**config.mk**
```make
export PLATFORM = sky130hd
export DESIGN_NAME = width_downsizer
export DESIGN_NICKNAME = d
export VERILOG_FILES = /design/src/rtl/i3c_wconv_pkg.sv /design/src/rtl/width_downsizer.sv
export SDC_FILE = /design/constraint.sdc
export NUM_CORES = 1
export LEC_CHECK = 0
export ABC_AREA = 1
export CAP_MARGIN = 15
export CORE_MARGIN = 2
export CORE_UTILIZATION = 52
export DETAILED_ROUTE_END_ITERATION = 16
export GPL_TIMING_DRIVEN = 0
export PLACE_DENSITY = 0.84
export SETUP_SLACK_MARGIN = 0.3
export SYNTH_ARGS = -nofsm -noshare
export SYNTH_HDL_FRONTEND = slang
export SYNTH_SLANG_ARGS = --single-unit
```
**constraint.sdc**
```tcl
create_clock -name clk_i -period 3.9 [get_ports clk_i]
set_input_delay 0.78 -clock clk_i [delete_from_list [all_inputs] [get_ports clk_i]]
set_output_delay 0.78 -clock clk_i [all_outputs]
set_load 0.005 [all_outputs]
```
**src/rtl/i3c_wconv_pkg.sv**
```systemverilog
// Shared width-conversion helpers for the I3C TTI data path (downsizer now, upsizer later).
// Byte counts of 0 or larger than the word mean "full word".
package i3c_wconv_pkg;

   function automatic int cnt_width(input int beats);
      return $clog2(beats) + 1;
   endfunction

   function automatic int bytes_width(input int word_bits);
      return $clog2(word_bits / 8) + 1;
   endfunction

   function automatic int clamp_bytes(input int bytes, input int word_bytes);
      return ((bytes == 0) || (bytes > word_bytes)) ? word_bytes : bytes;
   endfunction

   function automatic int beats_for_bytes(input int bytes, input int word_bytes,
                                          input int beat_bytes);
      return (clamp_bytes(bytes, word_bytes) + beat_bytes - 1) / beat_bytes;
   endfunction

endpackage

```
**src/rtl/width_downsizer.sv**
```systemverilog
// N-to-M width downsizer with partial last word, zero-bubble reload, flush and busy status.
// Optional WIDTH_DOWNSIZER_LAST_EN adds a per-word last flag emitted on the final beat.
module width_downsizer
   import i3c_wconv_pkg::*;
#(
   parameter int InWidth  = 32,
   parameter int OutWidth = 8
) (
   input  logic                               clk_i,
   input  logic                               rst_i,
   input  logic                               soft_reset_ni,
   input  logic                               sink_valid_i,
   output logic                               sink_ready_o,
   input  logic [InWidth-1:0]                 sink_data_i,
   input  logic [$clog2(InWidth/8):0]         sink_bytes_i,
`ifdef WIDTH_DOWNSIZER_LAST_EN
   input  logic                               sink_last_i,
   output logic                               source_last_o,
`endif
   output logic                               source_valid_o,
   input  logic                               source_ready_i,
   output logic [OutWidth-1:0]                source_data_o,
   input  logic                               source_flush_i,
   output logic                               busy_o
);

   localparam int Beats     = InWidth / OutWidth;
   localparam int BeatBytes = OutWidth / 8;
   localparam int WordBytes = InWidth / 8;
   localparam int CntW      = cnt_width(Beats);

   logic [CntW-1:0]    cnt;
   logic [InWidth-1:0] sreg;
   logic [InWidth-1:0] sink_masked;
   logic [CntW-1:0]    load_cnt;
   logic               accept;
   logic               take;
   int                 n_bytes;

   always_comb begin
      // NOTE: every always_comb output gets a default first so no path infers a latch.
      sink_masked = '0;
      n_bytes     = clamp_bytes(int'(sink_bytes_i), WordBytes);
      for (int i = 0; i < WordBytes; i++) begin
         if (i < n_bytes) sink_masked[i*8 +: 8] = sink_data_i[i*8 +: 8];
      end
      load_cnt = CntW'(beats_for_bytes(int'(sink_bytes_i), WordBytes, BeatBytes));
   end

   // Ready looks through to source_ready_i so the next word loads as the last beat leaves.
   assign sink_ready_o   = !source_flush_i &
                           ((cnt == '0) | ((cnt == CntW'(1)) & source_ready_i));
   assign source_valid_o = (cnt != '0);
   assign busy_o         = source_valid_o;
   assign source_data_o  = sreg[OutWidth-1:0];

   assign accept = sink_valid_i & sink_ready_o;
   assign take   = source_valid_o & source_ready_i;

   // NOTE: sequential state is updated only with non-blocking assignments.
   always_ff @(posedge clk_i or posedge rst_i) begin
      if (rst_i) begin
         cnt  <= '0;
         sreg <= '0;
      end else if (!soft_reset_ni || source_flush_i) begin
         cnt  <= '0;
         sreg <= '0;
      end else if (accept) begin
         cnt  <= load_cnt;
         sreg <= sink_masked;
      end else if (take) begin
         cnt  <= cnt - CntW'(1);
         sreg <= sreg >> OutWidth;
      end
   end

`ifdef WIDTH_DOWNSIZER_LAST_EN
   logic last_q;

   always_ff @(posedge clk_i or posedge rst_i) begin
      if (rst_i) begin
         last_q <= 1'b0;
      end else if (!soft_reset_ni || source_flush_i) begin
         last_q <= 1'b0;
      end else if (accept) begin
         last_q <= sink_last_i;
      end else if (take && (cnt == CntW'(1))) begin
         last_q <= 1'b0;
      end
   end

   assign source_last_o = last_q & (cnt == CntW'(1));
`endif

endmodule
```
==> results of run 1 <==
[state kept, by name, summed over array words and instances (netlist names)]
register,cells
cnt,3
sreg,32
[routing by layer]
metal / vias up / global-route usage (%) / share of wire [%] / wire length, um
met5: - / 0 / 0 / 0
met4: 0 / 7.91 / 0.86 / 39
met3: 7 / 4.09 / 5.8 / 264
met2: 57 / 40.0 / 48 / 2180
met1: 866 / 29.7 / 45 / 2050
li1: 982 / - / - / -
[how the worst max path moves through the flow]
stage,from,endpoint,slack [ps],cells after the start
floorplan,sink_bytes_i[0],sreg[0],1780,9
global route,source_ready_i,sink_ready_o,690,4
detailed placement,source_ready_i,sink_ready_o,760,4
CTS,source_ready_i,sink_ready_o,760,4
finish,source_ready_i,sink_ready_o,760,4
global placement,source_ready_i,sink_ready_o,760,4
[cells in the final DEF, fill, tap and decap left out, drive strengths merged]
master,count
nand2,165
clkdlybuf4s50,51
dfrtp,35
buf,18
o21ai,16
inv,14
nand3,12
clkbuf,11
a21boi,8
ha,4
nand4,3
a21oi,3
or2,1
nor2,1
[final cells by class]
cell class                      instances  area share (%)
Buffer                                 20            4.77
Clock buffer                            8            3.70
Inverter                               14            1.94
Multi-Input combinational cell        213            35.0
Sequential cell                        35            32.4
Tap cell                               48            2.22
Timing Repair Buffer                   52            19.9
[through the flow]
stage	hold WS [ps]	power, mW	instance area, um^2
after floorplan	449	0.496	2000
after global placement	463	0.581	2570
after detailed placement	465	0.590	2600
after CTS	484	0.870	2700
after global routing	507	0.916	2700
final	479	0.865	2700
[where the power goes]
part	total [mW]	leakage [nW]	switching [mW]	internal [mW]
Sequential	0.380	0.485	0.00598	0.374
Combinational	0.203	0.896	0.107	0.0964
Clock	0.282	0.0515	0.121	0.161
[worst max-delay path, cell delays in order]
cell and delay [ps]:
clkdlybuf4s50_1 490, nand3_1 130, a21oi_2 370, clkdlybuf4s50_1 580
[logic make-up after synthesis]
group	Yosys count
AO/OA/AOI/OAI	27
flip-flops	35
adder cells (fa/ha/maj)	4
buffers and inverters	34
AND/OR/NAND/NOR	182
==> flow_summary.json, run 1 <==
{
  "synthArstFlopShare_pct": 100,
  "worstReg2RegEnd": "sreg[3]",
  "fp.dieH_um": 66.1,
  "preCtsSetupSlack_ps": 761,
  "synth_flop_cell": "dfrtp_1",
  "grt_overflow": 0,
  "wl_per_cell_um": 11.6,
  "grt_pass1_vias": 1828,
  "dp.cells": 382,
  "synth_top_area_share_pct": 43.7,
  "min_path_type": "flip-flop to flip-flop",
  "grt_pass1_wl_um": 7810,
  "cts_tree": "yes",
  "synth.net_count": 327,
  "synth.yosys.seq_area_share_pct": 43.7,
  "yosysMostFrequentCell": "nand2_1",
  "cp-end-kind": "output pin",
  "synthTopCellsByArea": "dfrtp_1 44%, nand2_1 31%, buf_4 4.9%, o21ai_0 4.0%, a21boi_0 3.0%",
  "routabilityCongestion": 0.863,
  "wl_um": 4530,
  "slew-limit-headroom_pct": 51.4,
  "tightestPinTransition_ps": 729,
  "synthAdderAreaFrac_pct": 2.50,
  "yosysWarningCount": 0,
  "vias_per_cell": 4.90,
  "num-fill-cells": 310,
  "clkLatencyLatePin_ps": 280,
  "drive_gt1_share_pct": 9.94,
  "stdcell_count": 390,
  "setup_viol": 0,
  "rows": 22,
  "ctsHoldBuffers": 0,
  "cts_buffers": 5,
  "synthMuxAreaShare_pct": 0,
  "synth.ff_latch_count": 35,
  "fin_tns_setup_ps": 0,
  "syn_to_final_growth_pct": 34.8,
  "leakagePower_nw": 1.43,
  "clock_path_buffers": 2,
  "finClkSkew_ps": 4.50,
  "rrSetupSlack_ps": 1940,
  "r2r-start": "cnt[0]",
  "yosys.area.top_type": "dfrtp_1",
  "drv_cap": 0,
  "root_buffer": "clkbuf_8",
  "antenna_cells": 0,
  "grt_usage_pct": 23.4,
  "period_needed_ps": 3140,
  "via_count": 1912,
  "cts-resized-gates": 0,
  "port_buffers": 51,
  "fin_ws_ps": 760,
  "min_from": "sreg[10]",
  "synth_top_family_by_area": "simple AND/OR/NAND/NOR gates",
  "arrival_ps": 2360,
  "synth_compound_area_share_pct": 8.68,
  "dieArea_mm2": 0.00437,
  "cts_setup_buffers": 0,
  "maxSlewViolCount": 0,
  "drc": 0,
  "die_w_um": 66.1,
  "avgSynthCellArea_um2": 7.11,
  "synth_cells": 282,
  "drt_first_iter_violations": 102,
  "status": "completed",
  "synth_xor_area_share_pct": 0,
  "utilization_pct": 73.3,
  "whs_endpoint": "sreg[10]",
  "dp_hpwl_um": 3400,
  "yosys.area_share.simple_pct": 36.1,
  "powerDensity_mw_per_mm2": 320,
  "min_path_cells": 2,
  "synthDistinctLibCells": 18,
  "yosys-top-cells-count": "164 x nand2_1, 35 x dfrtp_1, 16 x o21ai_0, 13 x buf_4",
  "max_freq_mhz": 318,
  "rsz0062_at_grt": "no",
  "hold_viol": 0,
  "io_pins": 52,
  "vdd_drop_max_v": 0.000278,
  "fin_nets": 386,
  "crit_fanout": 9,
  "htreeDepth": 2,
  "ant_nets": 0,
  "synth_edf_count": 0,
  "clock_sinks": 35,
  "cp-start-kind": "input port",
  "start_util_pct": 54.3,
  "grt_max_degree": 20,
  "syn_area_mm2": 0.00200,
  "clk_pin_slew_ps": 60,
  "multiInputGateArea_um2": 947,
  "timing.final.crit_share_pct": 80.5,
  "crit_type": "input port to output pin",
  "drt_first_pass_iters": 5,
  "crit_required_ps": 3120,
  "antenna_found_initial": 0,
  "core-area_mm2": 0.00369,
  "regArea_um2": 876,
  "rr_worst_depth": 10
}
(Power assumes the default switching activity.)
==> run 2: changes to the inputs <==
Settings changed: CORE_UTILIZATION 52 to 49, PLACE_DENSITY 0.84 to 0.8.
Clock period 3.9 ns to 2.9 ns, I/O delays scaled along.
==> flow_summary.json, run 2 (synthesis gave the netlist of run 1 again) <==
{
  "drc": 0,
  "cp-endpoint": "sink_ready_o",
  "fin_nets": 387,
  "ant_nets": 0,
  "htreeDepth": 2,
  "cp-end-kind": "output pin",
  "crit_fanout": 2,
  "die_w_um": 68.0,
  "preCtsSetupSlack_ps": 137,
  "dieArea_mm2": 0.00462,
  "root_buffer": "clkbuf_8",
  "vdd_drop_max_v": 0.000328,
  "wl_per_cell_um": 12.1,
  "grt_overflow": 0,
  "fp.dieH_um": 68.0,
  "p_seq_share_pct": 38.6,
  "antenna_cells": 0,
  "clock_path_buffers": 2,
  "timing.final.crit_share_pct": 88.3,
  "drive_gt1_share_pct": 10.5,
  "num-fill-cells": 333,
  "wl_um": 4760,
  "final_cell_mix": "164 x nand2_1, 51 x clkdlybuf4s50_1, 35 x dfrtp_1",
  "crit_type": "input port to output pin",
  "via_count": 1898,
  "min_path_cells": 2,
  "finClkSkew_ps": 5.89,
  "arrival_ps": 1980,
  "ctsHoldBuffers": 0,
  "clkLatencyLatePin_ps": 300,
  "rr_worst_depth": 10,
  "hold_viol": 0,
  "syn_to_final_growth_pct": 37.3,
  "worstReg2RegEnd": "sreg[17]",
  "routabilityCongestion": 0.853,
  "start_util_pct": 50.5,
  "cp-start-kind": "input port",
  "cts_buffers": 5,
  "power_switching_mw": 0.344,
  "maxSlewViolCount": 0,
  "r2r-start": "cnt[0]",
  "p_int_mw": 0.980,
  "tightestPinTransition_ps": 687,
  "status": "completed",
  "fin_ws_ps": 338,
  "cts_tree": "yes",
  "switching_share_pct": 26.0,
  "io_pins": 52,
  "hold_ws_ps": 480,
  "rows": 23,
  "drt_first_iter_violations": 128,
  "clkPwrFrac_pct": 40.1,
  "largest_reg_flops": 32,
  "largestRegisters": "sreg x32, cnt x3",
  "grt_pass1_wl_um": 7950,
  "grt_max_degree": 21,
  "vias_per_cell": 4.83,
  "layout_commonest_cell": "nand2_1",
  "setup_viol": 0,
  "crit_required_ps": 2320,
  "critPathLaunch": "source_ready_i",
  "rsz0062_at_grt": "no",
  "grt_usage_pct": 23.6,
  "grt_pass1_vias": 1772,
  "period_needed_ps": 2560,
  "drt_first_pass_iters": 4,
  "slew-limit-headroom_pct": 54.2,
  "dp_hpwl_um": 3400,
  "core-area_mm2": 0.00397,
  "top_register": "sreg",
  "min_path_type": "flip-flop to flip-flop",
  "power_frac_comb_pct": 21.3,
  "fin_tns_setup_ps": 0,
  "clk_pin_slew_ps": 70,
  "port_buffers": 51,
  "antenna_found_initial": 0,
  "drv_cap": 0,
  "clock_sinks": 35,
  "leakagePower_nw": 1.45,
  "rrSetupSlack_ps": 910,
  "max_freq_mhz": 390,
  "powerDensity_mw_per_mm2": 481
}
## run 2: cell count changes in the layout (fill, tap and decap cells not counted), sizes merged
| cell | previous run | this run |
|---|---|---|
| buf | 18 | 19 |
| clkbuf | 11 | 9 |
| bufinv | 0 | 2 |
## run 2: through the flow
stage          util (%)  total power, mW  cells  cell area, um^2
4_1_cts            69.3             1.32    393             2750
3_3_place_gp       64.9            0.783    383             2580
5_1_grt            69.3             1.37    393             2750
2_1_floorplan         -            0.667    282             2000
6_report           69.3             1.32    393             2750
3_5_place_dp       65.6            0.793    384             2610
## run 2: what timing repair did
item / in CTS / in global routing
endpoints found under the setup margin: 1 / 1
buffers inserted: 1 / 0
resized for setup: 1 / 1
pin swaps: 1 / 0
## run 2: power by group through the flow
stage	combinational [mW]	sequential [mW]	clock [mW]
6_report	0.282	0.511	0.532
5_1_grt	0.313	0.512	0.548
3_5_place_dp	0.272	0.520	0
2_1_floorplan	0.149	0.518	0
4_1_cts	0.281	0.511	0.533
3_3_place_gp	0.263	0.519	0
## run 2: worst min-delay path by stage
stage	startpoint	endpoint	slack, ps
after global placement	sreg[26]	sreg[26]	460
after global routing	sreg[0]	sreg[0]	500
after CTS	sreg[28]	sreg[28]	480
final	sreg[26]	sreg[26]	480
after detailed placement	sreg[27]	sreg[27]	470
after floorplan	cnt[1]	cnt[1]	450
## run 2: area by class of cell
type,count,area [um^2],share of cell area (%)
multi-input combinational,213,955,34.7
clock buffer,6,72.6,2.64
sequential,35,876,31.8
buffer,20,129,4.68
inverter,14,52.6,1.91
timing repair buffer,53,546,19.8
clock inverter,2,60.1,2.18
tap,50,62.6,2.27
## run 2: worst max-delay path, stage by stage
cell and delay (ps):
clkdlybuf4s50_1 510, nand3_1 180, a21oi_4 190, clkdlybuf4s50_1 510
## run 2: per-layer routing
layer / up-vias / wire length (um) / GRT usage (%)
met1: 855 / 2100 / 29.7
li1: 991 / - / -
met4: 0 / 73 / 10.5
met2: 46 / 2360 / 39.6
met5: - / 0 / 0
met3: 6 / 233 / 4.11
